$ cat config.mk
export PLATFORM = sky130hd
export DESIGN_NAME = drive_sequencer
export DESIGN_NICKNAME = d
export VERILOG_FILES = /design/src/rtl/rover_pkg.sv /design/src/rtl/motor_slew.sv /design/src/rtl/drive_sequencer.sv
export SDC_FILE = /design/constraint.sdc
export NUM_CORES = 1
export LEC_CHECK = 0
export CELL_PAD_IN_SITES_DETAIL_PLACEMENT = 1
export CELL_PAD_IN_SITES_GLOBAL_PLACEMENT = 2
export CORE_ASPECT_RATIO = 2
export CORE_MARGIN = 2
export CORE_UTILIZATION = 36
export DETAILED_ROUTE_END_ITERATION = 10
export PLACE_DENSITY_LB_ADDON = 0.2
export SLEW_MARGIN = 20
export SYNTH_ARGS = -nofsm -noshare
export SYNTH_HDL_FRONTEND = slang
export SYNTH_SLANG_ARGS = --single-unit
$ cat constraint.sdc
create_clock -name clk -period 14.5 [get_ports clk]
set_input_delay 2.9 -clock clk [delete_from_list [all_inputs] [get_ports clk]]
set_output_delay 2.9 -clock clk [all_outputs]
set_load 0.1 [all_outputs]
$ cat src/rtl/rover_pkg.sv
// Shared types and helpers for the rover drive path: FSM states, command widths
// and the single-step duty slew function.
package rover_pkg;

  localparam int DUTY_W = 12;
  localparam int DIR_W  = 4;
  localparam logic [DIR_W-1:0] DIR_STOP = 4'b0000;

  typedef enum logic [2:0] {
    IDLE   = 3'd0,
    FOLLOW = 3'd1,
    IR_RST = 3'd2,
    IR_RUN = 3'd3,
    FAULT  = 3'd4
  } seqState_t;

  // Moves cur toward tgt by at most step, landing exactly on tgt (no overshoot/wrap).
  function automatic logic [DUTY_W-1:0] slewStep(input logic [DUTY_W-1:0] cur,
                                                 input logic [DUTY_W-1:0] tgt,
                                                 input logic [DUTY_W:0]   step);
    logic [DUTY_W-1:0] diff;
    if (tgt >= cur) begin
      diff = tgt - cur;
      return ({1'b0, diff} > step) ? cur + step[DUTY_W-1:0] : tgt;
    end
    diff = cur - tgt;
    return ({1'b0, diff} > step) ? cur - step[DUTY_W-1:0] : tgt;
  endfunction

endpackage

$ cat src/rtl/motor_slew.sv
// Duty slew limiter and direction-reversal dead time in front of the H-bridge.
// Duties only move on the free-running slew tick; Direction only changes with both duties at 0.
module motor_slew
  import rover_pkg::*;
#(
  parameter int RAMP_DIV    = 4,
  parameter int RAMP_STEP   = 256,
  parameter int DEAD_CYCLES = 8
) (
  input  logic              clk,
  input  logic              reset,
  input  logic [DIR_W-1:0]  tgt_dir,
  input  logic [DUTY_W-1:0] tgt_duty_a,
  input  logic [DUTY_W-1:0] tgt_duty_b,
  output logic [DIR_W-1:0]  Direction,
  output logic [DUTY_W-1:0] DutyA,
  output logic [DUTY_W-1:0] DutyB
);

  localparam int TICK_W = (RAMP_DIV > 1) ? $clog2(RAMP_DIV) : 1;
  localparam int DEAD_W = $clog2(DEAD_CYCLES + 1);
  localparam logic [DUTY_W:0] STEP = (DUTY_W + 1)'(RAMP_STEP);

  logic [TICK_W-1:0] tickCnt;
  logic [DEAD_W-1:0] deadCnt;
  logic              tick;
  logic              reversing;
  logic              dutiesZero;

  assign tick       = (tickCnt == TICK_W'(RAMP_DIV - 1));
  assign reversing  = (tgt_dir != Direction);
  assign dutiesZero = (DutyA == '0) && (DutyB == '0);

  // Leaving DIR_STOP needs no dead time because the bridge was not being driven.
  always_ff @(posedge clk) begin
    if (reset) begin
      tickCnt   <= '0;
      deadCnt   <= '0;
      Direction <= DIR_STOP;
      DutyA     <= '0;
      DutyB     <= '0;
    end else begin
      tickCnt <= tick ? '0 : tickCnt + 1'b1;
      if (!reversing) begin
        deadCnt <= '0;
        if (tick) begin
          DutyA <= slewStep(DutyA, tgt_duty_a, STEP);
          DutyB <= slewStep(DutyB, tgt_duty_b, STEP);
        end
      end else if (!dutiesZero) begin
        deadCnt <= '0;
        if (tick) begin
          DutyA <= slewStep(DutyA, '0, STEP);
          DutyB <= slewStep(DutyB, '0, STEP);
        end
      end else if (Direction == DIR_STOP) begin
        if (tick) Direction <= tgt_dir;
      end else if (deadCnt == DEAD_W'(DEAD_CYCLES - 1)) begin
        Direction <= tgt_dir;
        deadCnt   <= '0;
      end else begin
        deadCnt <= deadCnt + 1'b1;
      end
    end
  end

endmodule

$ cat src/rtl/drive_sequencer.sv
// Rover motion scheduler: picks line-follower or IR-module commands, runs the IR module
// handshake, detects timeout/lost-line faults, and feeds the slew/dead-time stage.
module drive_sequencer
  import rover_pkg::*;
#(
  parameter int IR_DEBOUNCE = 4,
  parameter int IR_TIMEOUT  = 1000,
  parameter int LOST_LIMIT  = 50,
  parameter int RAMP_DIV    = 4,
  parameter int RAMP_STEP   = 256,
  parameter int DEAD_CYCLES = 8
) (
  input  logic              clk,
  input  logic              reset,
  input  logic              start,
  input  logic              abort,
  input  logic [2:0]        IPS,
  input  logic              IR,
  input  logic [DIR_W-1:0]  lf_dir,
  input  logic [DUTY_W-1:0] lf_duty_a,
  input  logic [DUTY_W-1:0] lf_duty_b,
  input  logic [DIR_W-1:0]  ir_dir,
  input  logic [DUTY_W-1:0] ir_duty_a,
  input  logic [DUTY_W-1:0] ir_duty_b,
  input  logic              IRModuleDone,
  output logic [DIR_W-1:0]  Direction,
  output logic [DUTY_W-1:0] DutyA,
  output logic [DUTY_W-1:0] DutyB,
  output logic              EnableIRModule,
  output logic              ResetIRModule,
  output logic [2:0]        state,
  output logic              fault
);

  seqState_t         curState;
  logic [15:0]       irCnt;
  logic [15:0]       lostCnt;
  logic [15:0]       runCnt;
  logic [DIR_W-1:0]  tgtDir;
  logic [DUTY_W-1:0] tgtDutyA;
  logic [DUTY_W-1:0] tgtDutyB;

  assign state = curState;

  // Idle and fault hold the current direction so that stopping never triggers a reversal.
  always_comb begin
    tgtDir   = Direction;
    tgtDutyA = '0;
    tgtDutyB = '0;
    case (curState)
      FOLLOW, IR_RST: begin
        tgtDir   = lf_dir;
        tgtDutyA = lf_duty_a;
        tgtDutyB = lf_duty_b;
      end
      IR_RUN: begin
        tgtDir   = ir_dir;
        tgtDutyA = ir_duty_a;
        tgtDutyB = ir_duty_b;
      end
      default: ;
    endcase
  end

  always_ff @(posedge clk) begin
    if (reset) begin
      curState       <= IDLE;
      irCnt          <= '0;
      lostCnt        <= '0;
      runCnt         <= '0;
      EnableIRModule <= 1'b0;
      ResetIRModule  <= 1'b0;
      fault          <= 1'b0;
    end else begin
      ResetIRModule <= 1'b0;
      case (curState)
        IDLE: begin
          if (start) begin
            curState <= FOLLOW;
            irCnt    <= '0;
            lostCnt  <= '0;
          end
        end
        FOLLOW: begin
          irCnt   <= IR ? irCnt + 16'd1 : '0;
          lostCnt <= (IPS == 3'b000) ? lostCnt + 16'd1 : '0;
          if (abort) begin
            curState <= IDLE;
          end else if (IR && irCnt == 16'(IR_DEBOUNCE - 1)) begin
            curState      <= IR_RST;
            ResetIRModule <= 1'b1;
            irCnt         <= '0;
          end else if (IPS == 3'b000 && lostCnt == 16'(LOST_LIMIT - 1)) begin
            curState <= FAULT;
            fault    <= 1'b1;
          end
        end
        IR_RST: begin
          if (abort) begin
            curState <= IDLE;
          end else begin
            curState       <= IR_RUN;
            EnableIRModule <= 1'b1;
            runCnt         <= '0;
          end
        end
        IR_RUN: begin
          // Done is checked before the timeout so a late finish still counts as success.
          if (abort) begin
            curState       <= IDLE;
            EnableIRModule <= 1'b0;
          end else if (IRModuleDone) begin
            curState       <= FOLLOW;
            EnableIRModule <= 1'b0;
            irCnt          <= '0;
            lostCnt        <= '0;
          end else if (runCnt == 16'(IR_TIMEOUT - 1)) begin
            curState       <= FAULT;
            EnableIRModule <= 1'b0;
            fault          <= 1'b1;
          end else begin
            runCnt <= runCnt + 16'd1;
          end
        end
        FAULT: ;
        default: curState <= IDLE;
      endcase
    end
  end

  motor_slew #(
    .RAMP_DIV   (RAMP_DIV),
    .RAMP_STEP  (RAMP_STEP),
    .DEAD_CYCLES(DEAD_CYCLES)
  ) uSlew (
    .clk       (clk),
    .reset     (reset),
    .tgt_dir   (tgtDir),
    .tgt_duty_a(tgtDutyA),
    .tgt_duty_b(tgtDutyB),
    .Direction (Direction),
    .DutyA     (DutyA),
    .DutyB     (DutyB)
  );

endmodule

==> metrics.cfg <==
[worst_setup_path]
critPathCaptureType=register
cp-startpoint=lf_duty_a[1]
crit_chain=clkdlybuf4s50_1 > a22oi_1 > ha_1 > nor2b_1 > o21ai_0 > o211ai_1 > a21oi_1 > mux2_2 > a211oi_1 > o211ai_2 > a31o_2 > a22o_1
crit_buf_inv=1
critPathArrivalTime_ns=7.08
worstReg2RegStart=state[1]
cpPeakStageDelay_ns=0.59
path_class=in -> reg
critPathMaxFanout=8
cp_top_family=compound AO/OA/AOI/OAI gates
cp_slowest_cell=a211oi_1
crit_path_start_kind=input port
ff2ff_setup_slack_ns=9.19
required_ns=14.75

[die]
rows=75
start_util_pct=36.3
dieHeight_um=209
dieArea_um2=22200
core_um2=20800
die_x_um=106
ioPinCount=99

[timing]
skew_ns=0.00726
slew_violations=0
hold_slack_ns=0.432
finalSetupTns_ns=0
worstMarginPinSlew_ns=1.02
hold_violations=0
setup_ws_ns=7.67
timing.final.crit_share_pct=47.1
relSlewSlack_pct=31.5
period_minus_slack_ns=6.83
rsz0062_at_grt=no
setup_viol_count_final=0
clock.fmax_mhz=146

[clock_network]
cts_buffers=9
postCtsSetupBuffers=0
postCtsHoldBufs=0
clockRootBuffer=clkbuf_16
cts_sinks=88
post_cts_resized=0
clk_pin_slew_ns=0.07
cts_buffer_depth=2
clk_latency_ns=0.35
htreeDepth=3
tritoncts=built

[synthesis]
syn_nets=1103
synthArstFlopShare_pct=0
synthTopCellsByCount=nor2_1, dfxtp_1, a21oi_1
synthFlopType=dfxtp_1
synth_edf_count=0
yosys-top-cells-area=dfxtp_1, ha_1, nor2_1, a21oi_1, xor2_1
synth_seq_cells=88
synthDistinctLibCells=81
synth_area_um2=7560
yosysTopAreaCellShare_pct=23.3
synth_most_common_cell=nor2_1
synth_seq_area_share_pct=23.3
synth_largest_area_cell=dfxtp_1
synth_cells=984
synth.avg_cell_area_um2=7.68
yosysWarnings=0

[final_layout]
multi_input_area_um2=5380
final_cells=1329
areaGrowthSynthToFinish_pct=19.6
final_cell_area_um2=9040
fin_util_pct=43.4
num-nets-final=1173
drive_gt1_share_pct=5.95
regArea_um2=1760
fillers=2590

[detailed_routing]
ant_nets=0
route.detailed.drc=0
first_iter_violations=186
drt_first_pass_iters=4
wirelength_um=27400
vias_per_cell=5.94
routedWlPerCell_um=20.6
via_count=7891

[pwr]
p_total_uw=977
internal_power_uw=552
p_per_area_nw_per_um2=108
peakVddDrop_v=0.0000562
p_sw_share_pct=43.5
power_leakage_nw=3.45
power_switching_uw=425
power.share.clock_pct=23.6
pwr-share-seq_pct=26.2
p_comb_share_pct=50.2

[grt]
overflow=0
antenna_found_initial=1
grt_max_degree=44
grt_pass1_wl_um=43300
grt_pass1_vias=8236
grt_use_total_pct=24.7

[outcome]
outcome=finished clean

[placement]
dpl_worst_slack_ns=7.02
placed_cell_area_um2=8750
gp_congestion=0.907
place_inst=1312
dp_hpwl_um=21800
portBuffers=98

[run]
drv_cap=0

[worst_hold_path]
hp-start=uSlew.tickCnt[0]
hp-class=reg -> reg

## worst register-to-register path, cell delays in order, from the launching register on
cell      delay, ns
dfxtp_1        0.37
buf_4          0.29
nand2_1        0.17
nor2_2         0.58
buf_4          0.36
a22oi_1        0.19
inv_1          0.10
ha_1           0.16
inv_1          0.08
fa_1           0.40
xor2_1         0.18
a2111o_1       0.38
a31o_2         0.22
nor4_1         0.48
a31oi_1        0.17
nor4_1         0.25
buf_4          0.21
and3_1         0.25
o21ai_1        0.09
a311oi_1       0.29
## worst paths after layout
path,to,cells past startpoint
max,uSlew.DutyA[0],12
min,uSlew.tickCnt[0],1
max reg2reg,uSlew.DutyB[8],19
min reg2reg,uSlew.tickCnt[0],1
## layout by cell type (no fill, tap or decap), drive strengths merged, types with 12 or more instances in the layout
cell	n
nor2	110
clkdlybuf4s50	98
dfxtp	88
a21oi	62
inv	56
nand2	55
ha	52
o21ai	49
xor2	34
nand3	28
nor3	25
a22oi	22
nand4	21
nor4	18
and3	18
a21o	18
or3	18
a31oi	16
xnor2	15
a211oi	15
a22o	13
or2	13
buf	12
## power by group through the flow
| stage | clock network (mW) | registers [mW] | logic, mW |
|---|---|---|---|
| finish | 0.231 | 0.256 | 0.490 |
| global route | 0.247 | 0.257 | 0.535 |
| CTS | 0.237 | 0.256 | 0.488 |
| detailed placement | 0 | 0.261 | 0.485 |
| global placement | 0 | 0.261 | 0.480 |
| floorplan | 0 | 0.284 | 0.323 |
## registers in the layout, indices dropped and copies added (netlist names)
| register | cells |
|---|---|
| EnableIRModule | 1 |
| ResetIRModule | 1 |
| fault | 1 |
| irCnt | 16 |
| lostCnt | 16 |
| runCnt | 16 |
| state | 3 |
| uSlew.Direction | 4 |
| uSlew.DutyA | 12 |
| uSlew.DutyB | 12 |
| uSlew.deadCnt | 4 |
| uSlew.tickCnt | 2 |
## routing by layer
| layer | part of all wire (%) | global-route usage (%) |
|---|---|---|
| met4 | 5.5 | 13.2 |
| met3 | 2.9 | 3.43 |
| met1 | 35 | 23.1 |
| met5 | 0 | 0 |
| met2 | 57 | 49.7 |
## final cells by class
| class | count | area share [%] |
|---|---|---|
| diodes | 1 | 0.0277 |
| flip-flops and latches | 88 | 19.5 |
| repair buffers | 110 | 11.8 |
| clock buffers | 11 | 2.69 |
| multi-input cells | 791 | 59.6 |
| well taps | 269 | 3.72 |
| inverters | 54 | 2.24 |
| clock inverters | 5 | 0.429 |
## logic make-up (layout without fill, tap and decap cells)
| family | Yosys count | in the layout | synth area share [%] |
|---|---|---|---|
| AND/OR/NAND/NOR | 369 | 369 | 25.0 |
| AO/OA/AOI/OAI | 309 | 309 | 29.5 |
| buffers and inverters | 105 | 180 | 5.68 |
| flip-flops | 88 | 88 | 23.3 |
| adder cells (fa/ha/maj) | 54 | 54 | 9.14 |
| XOR/XNOR | 49 | 49 | 5.93 |
| multiplexers | 10 | 10 | 1.44 |
| other | 0 | 1 | 0 |
Power figures use the tool's default switching activity.
